<file path="src/rtl/branch_resolve_rv32i_if.sv">
// Request/result bundle for the RV32I branch resolver.
// master = upstream producer + fetch-side consumer, slave = resolver.
interface branch_resolve_rv32i_if #(
    parameter int unsigned XLEN = 32
);
    logic            in_valid;
    logic            in_ready;
    logic [2:0]      in_funct3;
    logic [XLEN-1:0] in_rs1;
    logic [XLEN-1:0] in_rs2;
    logic [XLEN-1:0] in_pc;
    logic [XLEN-1:0] in_imm;
    logic            flush;
    logic            out_valid;
    logic            out_ready;
    logic            out_taken;
    logic [XLEN-1:0] out_next_pc;
    logic            out_misalign;
    logic            out_illegal;

    modport master (
        output in_valid, in_funct3, in_rs1, in_rs2, in_pc, in_imm, flush, out_ready,
        input  in_ready, out_valid, out_taken, out_next_pc, out_misalign, out_illegal
    );

    modport slave (
        input  in_valid, in_funct3, in_rs1, in_rs2, in_pc, in_imm, flush, out_ready,
        output in_ready, out_valid, out_taken, out_next_pc, out_misalign, out_illegal
    );
endinterface

</file>
<file path="src/rtl/branch_resolve_rv32i.sv">
// RV32I conditional-branch resolver with a one-entry registered result slot.
// Optional taken/not-taken counters are enabled by defining BRANCH_STATS_EN.
module branch_resolve_rv32i #(
    parameter int unsigned     XLEN     = 32,
    parameter logic [XLEN-1:0] RESET_PC = '0
) (
    input  logic                    clk,
    input  logic                    rst,
    branch_resolve_rv32i_if.slave   br
`ifdef BRANCH_STATS_EN
    ,
    output logic [31:0]             stat_taken,
    output logic [31:0]             stat_not_taken
`endif
);
    localparam int unsigned STAT_W = 32;

    localparam logic [2:0] F3_BEQ  = 3'b000;
    localparam logic [2:0] F3_BNE  = 3'b001;
    localparam logic [2:0] F3_BLT  = 3'b100;
    localparam logic [2:0] F3_BGE  = 3'b101;
    localparam logic [2:0] F3_BLTU = 3'b110;
    localparam logic [2:0] F3_BGEU = 3'b111;

    typedef enum logic {
        EMPTY = 1'b0,
        FULL  = 1'b1
    } state_e;

    state_e          state_q, state_d;
    logic            taken_q, taken_d;
    logic [XLEN-1:0] next_pc_q, next_pc_d;
    logic            misalign_q, misalign_d;
    logic            illegal_q, illegal_d;

    logic            in_ready_c;
    logic            accept_c;
    logic            eq_c, lt_c, ltu_c;
    logic [XLEN-1:0] target_c, seq_pc_c;

    assign in_ready_c = (state_q == EMPTY) || br.out_ready;
    assign accept_c   = br.in_valid && in_ready_c && !br.flush;

    assign eq_c     = (br.in_rs1 == br.in_rs2);
    assign lt_c     = ($signed(br.in_rs1) < $signed(br.in_rs2));
    assign ltu_c    = (br.in_rs1 < br.in_rs2);
    assign target_c = br.in_pc + br.in_imm;
    assign seq_pc_c = br.in_pc + XLEN'(4);

    // Branch decision and the payload that gets loaded on an accept
    always_comb begin
        taken_d    = 1'b0;
        illegal_d  = 1'b0;
        unique case (br.in_funct3)
            F3_BEQ:  taken_d = eq_c;
            F3_BNE:  taken_d = !eq_c;
            F3_BLT:  taken_d = lt_c;
            F3_BGE:  taken_d = !lt_c;
            F3_BLTU: taken_d = ltu_c;
            F3_BGEU: taken_d = !ltu_c;
            default: illegal_d = 1'b1;
        endcase
        next_pc_d  = taken_d ? target_c : seq_pc_c;
        misalign_d = taken_d && (target_c[1:0] != 2'b00);
    end

    // Slot occupancy; flush wins over both accept and drain
    always_comb begin
        state_d = state_q;
        if (br.flush) begin
            state_d = EMPTY;
        end else begin
            unique case (state_q)
                EMPTY: if (accept_c) state_d = FULL;
                FULL:  if (br.out_ready) state_d = accept_c ? FULL : EMPTY;
                default: state_d = EMPTY;
            endcase
        end
    end

    always_ff @(posedge clk or posedge rst) begin
        if (rst) begin
            state_q <= EMPTY;
        end else begin
            state_q <= state_d;
        end
    end

    always_ff @(posedge clk or posedge rst) begin
        if (rst) begin
            taken_q    <= 1'b0;
            next_pc_q  <= RESET_PC;
            misalign_q <= 1'b0;
            illegal_q  <= 1'b0;
        end else if (accept_c) begin
            taken_q    <= taken_d;
            next_pc_q  <= next_pc_d;
            misalign_q <= misalign_d;
            illegal_q  <= illegal_d;
        end
    end

    assign br.in_ready     = in_ready_c;
    assign br.out_valid    = (state_q == FULL);
    assign br.out_taken    = taken_q;
    assign br.out_next_pc  = next_pc_q;
    assign br.out_misalign = misalign_q;
    assign br.out_illegal  = illegal_q;

`ifdef BRANCH_STATS_EN
    logic              handshake_c;
    logic [STAT_W-1:0] stat_taken_q, stat_not_taken_q;

    assign handshake_c = (state_q == FULL) && br.out_ready && !br.flush;

    // Illegal results carry taken_q=0, so they land in the not-taken count
    always_ff @(posedge clk or posedge rst) begin
        if (rst) begin
            stat_taken_q     <= '0;
            stat_not_taken_q <= '0;
        end else if (handshake_c) begin
            if (taken_q) stat_taken_q     <= stat_taken_q + STAT_W'(1);
            else         stat_not_taken_q <= stat_not_taken_q + STAT_W'(1);
        end
    end

    assign stat_taken     = stat_taken_q;
    assign stat_not_taken = stat_not_taken_q;
`endif
endmodule

</file>
<file path="src/flat_wrapper.sv">
// flat-port wrapper written by rule: the top's interface ports become plain ports
module branch_resolve_rv32i_flat 
#(
    parameter int unsigned     XLEN     = 32,
    parameter logic [XLEN-1:0] RESET_PC = '0
)
  (clk, rst, br_in_valid, br_in_funct3, br_in_rs1, br_in_rs2, br_in_pc, br_in_imm, br_flush, br_out_ready, br_in_ready, br_out_valid, br_out_taken, br_out_next_pc, br_out_misalign, br_out_illegal);
  branch_resolve_rv32i_if #(.XLEN(XLEN)) br_i ();
  input  logic clk;
  input  logic rst;
  input wire logic [$bits(br_i.in_valid)-1:0] br_in_valid;
  input wire logic [$bits(br_i.in_funct3)-1:0] br_in_funct3;
  input wire logic [$bits(br_i.in_rs1)-1:0] br_in_rs1;
  input wire logic [$bits(br_i.in_rs2)-1:0] br_in_rs2;
  input wire logic [$bits(br_i.in_pc)-1:0] br_in_pc;
  input wire logic [$bits(br_i.in_imm)-1:0] br_in_imm;
  input wire logic [$bits(br_i.flush)-1:0] br_flush;
  input wire logic [$bits(br_i.out_ready)-1:0] br_out_ready;
  output wire logic [$bits(br_i.in_ready)-1:0] br_in_ready;
  output wire logic [$bits(br_i.out_valid)-1:0] br_out_valid;
  output wire logic [$bits(br_i.out_taken)-1:0] br_out_taken;
  output wire logic [$bits(br_i.out_next_pc)-1:0] br_out_next_pc;
  output wire logic [$bits(br_i.out_misalign)-1:0] br_out_misalign;
  output wire logic [$bits(br_i.out_illegal)-1:0] br_out_illegal;
  assign br_i.in_valid = br_in_valid;
  assign br_i.in_funct3 = br_in_funct3;
  assign br_i.in_rs1 = br_in_rs1;
  assign br_i.in_rs2 = br_in_rs2;
  assign br_i.in_pc = br_in_pc;
  assign br_i.in_imm = br_in_imm;
  assign br_i.flush = br_flush;
  assign br_i.out_ready = br_out_ready;
  assign br_in_ready = br_i.in_ready;
  assign br_out_valid = br_i.out_valid;
  assign br_out_taken = br_i.out_taken;
  assign br_out_next_pc = br_i.out_next_pc;
  assign br_out_misalign = br_i.out_misalign;
  assign br_out_illegal = br_i.out_illegal;
  branch_resolve_rv32i #(.XLEN(XLEN), .RESET_PC(RESET_PC)) u_core (.clk(clk), .rst(rst), .br(br_i));
endmodule
</file>
<file path="config.mk">
export PLATFORM = sky130hd
export DESIGN_NAME = branch_resolve_rv32i_flat
export DESIGN_NICKNAME = d
export VERILOG_FILES = /design/src/rtl/branch_resolve_rv32i_if.sv /design/src/rtl/branch_resolve_rv32i.sv /design/src/flat_wrapper.sv
export SDC_FILE = /design/constraint.sdc
export NUM_CORES = 1
export LEC_CHECK = 0
export ABC_AREA = 1
export CAP_MARGIN = 20
export CORE_AREA = 8 8 153 97
export DETAILED_ROUTE_END_ITERATION = 7
export DIE_AREA = 0 0 161 105
export GPL_TIMING_DRIVEN = 0
export PLACE_DENSITY = 0.78
export SYNTH_ARGS = -nofsm -noshare
export SYNTH_HDL_FRONTEND = slang
export SYNTH_SLANG_ARGS = --single-unit
export TNS_END_PERCENT = 30
</file>
<file path="constraint.sdc">
create_clock -name clk -period 1.7 [get_ports clk]
set_input_delay 0.17 -clock clk [delete_from_list [all_inputs] [get_ports clk]]
set_output_delay 0.17 -clock clk [all_outputs]
set_load 0.02 [all_outputs]
</file>
# After elaboration in Yosys (flattened, before gate mapping)
# Cells that the tools add are included.
totals:
  regBits: 36
  input_bits: 136
  elab_cells: 34
classes:
  add_sub_neg: 2
  order_cmp: 2
  n_eq_ne: 6
  muxes: 7
  bitwise_logic: 1
  reduce_logical: 11
op_table:
  columns: ["op", "n"]
  rows:
  - ["32-bit < comparator", 2]
  - ["32-bit by 3-bit adder with 32-bit output, second input constant", 1]
  - ["32-bit adder", 1]
  - ["32-bit equality test", 1]
  - ["32-bit two-way mux", 1]
  - ["3-bit equality test, second input constant", 4]
  - ["1-bit one-hot mux with 6 select lines", 1]
  - ["6-bit OR reduction", 1]
  - ["1-bit logical NOT", 4]
  - ["1-bit two-way mux", 4]
  - ["3-bit by 1-bit equality test with 1-bit output, second input constant", 1]
  - ["1-bit logical AND", 3]
  - ["3-bit logical NOT", 1]
  - ["1-bit one-hot mux with 2 select lines", 1]
  - ["2-bit nonzero test", 1]
  - ["1-bit logical OR", 1]
  - ["1-bit NOT", 1]

# Longest topological paths before layout
logic_depth:
  ltp_word: 8
  mapped_depth: 23

# Least setup slack after synthesis
# OpenSTA, ideal clock, no wires.
synth_path:
  kind: "input port to flip-flop"
  from: "input br_in_imm[0]"
  to: "register u_core.next_pc_q[30], in the netlist u_core.br.out_next_pc[30]"
  arrival_time_ps: 1809
  path_slack_ps: -226
  stages: 14
  path_buffers: 0
  cell_sequence: "ha_1 > fa_1 > nand3_1 > nand2_1 > a31oi_1 > o21ai_0 > nand3_1 > nand2_1 > nand2_1 > nand2_1 > inv_1 > nand2_1 > nand3_1 > nand2_1"
synth_via:
  elab_chain_len: 2
synth_lines:
  columns: ["item", "line_no", "source"]
  rows:
  - ["start: declaration", "flat_wrapper.sv:16", "input wire logic [$bits(br_i.in_imm)-1:0] br_in_imm;"]
  - ["32-bit adder", "branch_resolve_rv32i.sv:47", "assign target_c = br.in_pc + br.in_imm;"]
  - ["32-bit two-way mux", "branch_resolve_rv32i.sv:63", "next_pc_d = taken_d ? target_c : seq_pc_c;"]
  - ["end signal: assignment", "branch_resolve_rv32i.sv:97", "next_pc_q <= next_pc_d;"]
  - ["end: declaration", "branch_resolve_rv32i.sv:32", "logic [XLEN-1:0] next_pc_q, next_pc_d;"]
# Every way passes these cells.
# A chain may end at the register's enable or synchronous reset.

# Worst setup path after layout
layout_path:
  from: "input br_in_rs1[21]"
  to: "register u_core.next_pc_q[11], in the netlist u_core.br.out_next_pc[11]"
layout_via:
  elab_chain_len: 4
  word_cells_on_any_way: 8
  classes_between: "2 x order compare; 1 x eq/ne; 2 x mux; 3 x reduce/logical"
layout_lines:
  columns: ["item", "line_no", "source"]
  rows:
  - ["start: declaration", "flat_wrapper.sv:13", "input wire logic [$bits(br_i.in_rs1)-1:0] br_in_rs1;"]
  - ["32-bit < comparator, or another cell as far along", "branch_resolve_rv32i.sv:46", "assign ltu_c = (br.in_rs1 < br.in_rs2);"]
  - ["1-bit logical NOT (on tied branches)", "branch_resolve_rv32i.sv:60, branch_resolve_rv32i.sv:56, branch_resolve_rv32i.sv:58", null]
  - ["1-bit one-hot mux with 6 select lines *", "branch_resolve_rv32i.sv:54", "unique case (br.in_funct3)"]
  - ["32-bit two-way mux *", "branch_resolve_rv32i.sv:63", null]
# Mark *: on every way between the ends. The rest lies on a longest branch, timed or not.

==> results.rst <==
.. list-table::
   :header-rows: 1

   * - Metric
     - Value
   * - Pleak
     - 4.27 nW
   * - Worst hold slack
     - 137 ps
   * - GR met3 Demand/Resource
     - 8.19%
   * - Total vias in the final route
     - 6882
   * - Data arrival time of the critical path
     - 2180 ps
   * - DR pass1 iterations
     - 7
   * - Max Buffers Root-to-Sink
     - 2
   * - Switching power summed over all nets
     - 2.37 mW
   * - Insertion delay of the later-clocked pin in the worst-skew pair
     - 290 ps
   * - Starting utilization of the core area
     - 42.0%
   * - Number of different library cells in the post-synthesis netlist
     - 41
   * - Vias per cell
     - 5.53
   * - Clock transition at the register clock pins on the worst setup and hold paths after CTS
     - 60 ps
   * - Required time at the endpoint of the critical path
     - 1930 ps
   * - Hold Crit Class
     - input port to register
   * - Startpoint-to-endpoint class of the critical path
     - input port to register
   * - Clock root buffer
     - sky130_fd_sc_hd__clkbuf_16
   * - Max Transition Viols Final
     - 0
   * - Synth warn
     - 0
   * - Number of design-rule violations left by the first detailed-router iteration
     - 753
   * - Antenna violations before repair
     - 0
   * - Combined global-route utilization of all metal layers
     - 26.5%
   * - Die width
     - 161 microns
   * - CP cell instances
     - buf_2, ha_4, nand2_4, nor2_4, nand4_1, nor2_4, nand2_2, o21ai_2, a21oi_2, inv_2, nand2_4, nor2_8, buf_6, buf_8, nand2_2, nand2_2, nand2_2, nand2_2
   * - Fraction of met2 tracks used by global routing
     - 41.1%
   * - Number of enable-type register cells in the synthesized netlist
     - 0
   * - # hold bufs at CTS
     - 0
   * - Flop and latch count out of synthesis
     - 36
   * - Clock sink total
     - 36
   * - Largest net degree at the start of global routing
     - 25
   * - Delay of the slowest critical-path stage
     - 280 ps
   * - Layout cells sized above 1
     - 40.6%
   * - Worst-case setup slack after placement
     - -1250 ps
   * - Total of max-cap violations
     - 0
   * - Max stage delay cell, worst path
     - sky130_fd_sc_hd__ha_4
   * - Most heavily used metal layer in global routing
     - met2
   * - Routed length per placed instance
     - 18.8 microns
   * - Die extent in y
     - 105 microns
   * - Number of global-route vias before repair
     - 7047
   * - Share of total power in sequential cells
     - 20.1%
   * - Area of the core
     - 12600 sq um
   * - Headroom to the max-slew limit
     - 61.9%
   * - Internal power component
     - 3.28 mW
   * - Switching Fraction
     - 42.0%
   * - Final worst-path cycle share
     - 115%
   * - Total CTS buffers
     - 5
   * - Area Growth Syn to Fin
     - 75.2%
   * - Routability congestion estimate
     - 0.945
   * - P per Cell Area
     - 612 nW/um^2
   * - Number of nets in the layout
     - 1275
   * - Pin slew with the least headroom to its limit
     - 571 ps
   * - Ports placed on the boundary
     - 173
   * - Final design utilization
     - 73.5%
   * - Global route total overflow
     - 0
   * - Violations in the final reports
     - negative setup slack
   * - Mean post-synth cell area
     - 6.26 sq um
   * - Setup Viol. Count Final
     - 34
   * - Part of the Yosys area used for sequential elements
     - 17.1%
   * - Synth Net Count
     - 1044
   * - Worst voltage drop across the vdd grid
     - 0.000512 V
   * - Total power of the final layout
     - 5.66 mW
   * - Sort of element at the end of the critical path
     - register
   * - Post-detail-place hpwl
     - 16.5 mm
   * - Share of total power in the clock network
     - 19.0%
   * - Port-buffer cells
     - 172
   * - Combinational Power Share
     - 60.9%
   * - Type of element launching the critical path
     - input port
   * - Post-synthesis cell area
     - 5280 sq um
   * - Max Clock Skew
     - 3.35 ps
   * - Dominant register cell in the synthesized netlist
     - sky130_fd_sc_hd__dfrtp_1
   * - Antenna cell count
     - 0
   * - Largest delay contributor family on the critical path
     - simple AND/OR/NAND/NOR gates
   * - Final min period
     - 1960 ps
   * - Met1 Resource Use GR
     - 34.7%
   * - Hold Fails Final Rpt
     - 0
   * - Worst Path Buf+Inv
     - 4
   * - H-tree level count
     - 2
   * - Crit path setup slack, layout
     - -257 ps
   * - Cell repeated most along the worst path
     - sky130_fd_sc_hd__nand2_2
   * - Post-route DRC violation count
     - 0
   * - CP Max Fanout
     - 5
   * - Die ar.
     - 16900 sq um
   * - Number of cells produced by synthesis
     - 843
   * - Non-filler cells, final
     - 1245
   * - Ys async rst share
     - 100%
   * - Total wire length after detailed routing
     - 23.4 mm
   * - Number of placed instances, taps included
     - 1187
   * - Status
     - finished with violations
   * - Remaining antenna violation count
     - 0
   * - Unrepaired setup endpoints after global routing
     - yes
   * - Highest achievable clock rate
     - 511 MHz
   * - Wire length of the first global-routing pass
     - 36.6 mm
   * - TritonCTS clock tree
     - built
   * - Number of placement rows
     - 32
metrics by stage:
stage / cell area, sq um / TNS [ps]
finish: 9240 / -5290
floorplan: 5660 / -1080
global placement: 7590 / -35450
CTS: 9150 / -1720
detailed placement: 7620 / -33620
global route: 9240 / -8730
power groups by stage:
stage	sequential [mW]	clock (mW)	combinational, mW
global placement	1.14	0	2.57
global route	1.16	1.14	3.68
CTS	1.14	1.07	3.27
finish	1.14	1.07	3.45
floorplan	1.36	0	1.25
detailed placement	1.15	0	2.61
repair_timing:
item | in CTS | in global routing
gates resized for setup | 664 | 34
setup buffers | 51 | 1
pin swaps | 182 | 35
gates cloned | 2 | 0
endpoints found under the setup margin | 34 | 35
worst reg2reg max path, cell delays in order (launching register included):
cell	delay [ps]
sky130_fd_sc_hd__dfrtp_1	340
sky130_fd_sc_hd__inv_1	40
sky130_fd_sc_hd__nor2_1	150
sky130_fd_sc_hd__nor3_2	90
sky130_fd_sc_hd__buf_2	190
sky130_fd_sc_hd__inv_2	200
sky130_fd_sc_hd__clkbuf_1	450
sky130_fd_sc_hd__nand2_1	150
sky130_fd_sc_hd__nand2_1	130
cell families after synthesis:
kind of cell             after synthesis  share of synthesized area, %
AND/OR/NAND/NOR                      451                          37.4
XOR/XNOR                              53                          8.80
flip-flops                            36                          17.1
adder cells (fa/ha/maj)               65                          15.6
buffers and inverters                125                          9.30
AO/OA/AOI/OAI                        113                          11.8
state kept, by name, summed over array words and instances (netlist names):
register                count
u_core.br.out_illegal       1
u_core.br.out_taken         1
u_core.br.out_next_pc      32
u_core.br.out_misalign      1
u_core.br.out_valid         1
final timing paths:
path	start	cells past startpoint	slack (ps)	end
setup reg to reg	u_core.br.out_valid	8	-100	u_core.br.out_next_pc[28]
hold / removal	br_in_pc[0]	3	140	u_core.br.out_next_pc[0]
hold reg to reg	u_core.br.out_next_pc[2]	2	470	u_core.br.out_next_pc[2]
min in group asynchronous	rst	2	230	u_core.br.out_next_pc[27]
max in group asynchronous	rst	3	950	u_core.br.out_next_pc[1]
setup / recovery	br_in_rs1[21]	18	-260	u_core.br.out_next_pc[11]
synthesized netlist by cell type (2+ instances only):
master | n | area, sq um
sky130_fd_sc_hd__nand2_1 | 283 | 1060
sky130_fd_sc_hd__inv_1 | 108 | 405
sky130_fd_sc_hd__ha_1 | 64 | 801
sky130_fd_sc_hd__nor2_1 | 61 | 229
sky130_fd_sc_hd__a21oi_1 | 52 | 260
sky130_fd_sc_hd__nand3_1 | 52 | 260
sky130_fd_sc_hd__dfrtp_1 | 36 | 901
sky130_fd_sc_hd__xor2_1 | 30 | 263
sky130_fd_sc_hd__o21ai_0 | 26 | 130
sky130_fd_sc_hd__xnor2_1 | 23 | 201
sky130_fd_sc_hd__nand4_1 | 17 | 106
sky130_fd_sc_hd__nor3_1 | 11 | 55.1
sky130_fd_sc_hd__o21ai_1 | 11 | 55.1
sky130_fd_sc_hd__clkbuf_1 | 6 | 22.5
sky130_fd_sc_hd__o21bai_1 | 6 | 45.0
sky130_fd_sc_hd__a21o_1 | 4 | 30.0
sky130_fd_sc_hd__buf_2 | 4 | 20.0
sky130_fd_sc_hd__nand3_2 | 4 | 40.0
sky130_fd_sc_hd__nor2_4 | 4 | 45.0
sky130_fd_sc_hd__nor4_1 | 4 | 25.0
sky130_fd_sc_hd__a21boi_0 | 3 | 22.5
sky130_fd_sc_hd__inv_2 | 3 | 11.3
sky130_fd_sc_hd__nand2_2 | 3 | 18.8
sky130_fd_sc_hd__nor2_2 | 3 | 18.8
sky130_fd_sc_hd__o21a_1 | 3 | 22.5
sky130_fd_sc_hd__a31oi_1 | 2 | 12.5
sky130_fd_sc_hd__buf_4 | 2 | 15.0
sky130_fd_sc_hd__nand2_4 | 2 | 22.5
sky130_fd_sc_hd__nor4_2 | 2 | 25.0
sky130_fd_sc_hd__o211ai_1 | 2 | 15.0
sky130_fd_sc_hd__o31ai_1 | 2 | 15.0
cell type report:
type	count	area (sq um)
Sequential cell	36	901
Clock inverter	3	42.5
Inverter	111	439
Tap cell	170	213
Multi-Input combinational cell	682	5500
Timing Repair Buffer	227	1940
Fill cell	898	3330
Clock buffer	5	125
Buffer	11	91.3
routing by layer:
layer | part of all wire, % | up-vias
li1 | - | 3208
met1 | 42 | 3126
met2 | 43 | 464
met3 | 12 | 84
met4 | 3.2 | 0
met5 | 0 | -
cells in the final DEF, fill, tap and decap left out, drive strengths merged, types with 2 or more instances in the layout:
master | synthesis | layout
inv | 111 | 111
nand2 | 288 | 288
nor2 | 69 | 69
a21boi | 4 | 4
ha | 64 | 64
clkdlybuf4s15 | 0 | 14
o21bai | 6 | 6
o31ai | 2 | 2
a21o | 4 | 4
xnor2 | 23 | 23
clkdlybuf4s50 | 0 | 46
dlygate4sd2 | 0 | 32
xor2 | 30 | 30
dfrtp | 36 | 36
o21ai | 37 | 37
buf | 7 | 138
nand3 | 56 | 56
a31oi | 2 | 2
o21a | 3 | 3
nor3 | 11 | 11
nand4 | 19 | 19
o211ai | 2 | 2
nor4 | 6 | 6
clkbuf | 7 | 12
a21oi | 53 | 53
(Power assumes the default switching activity.)
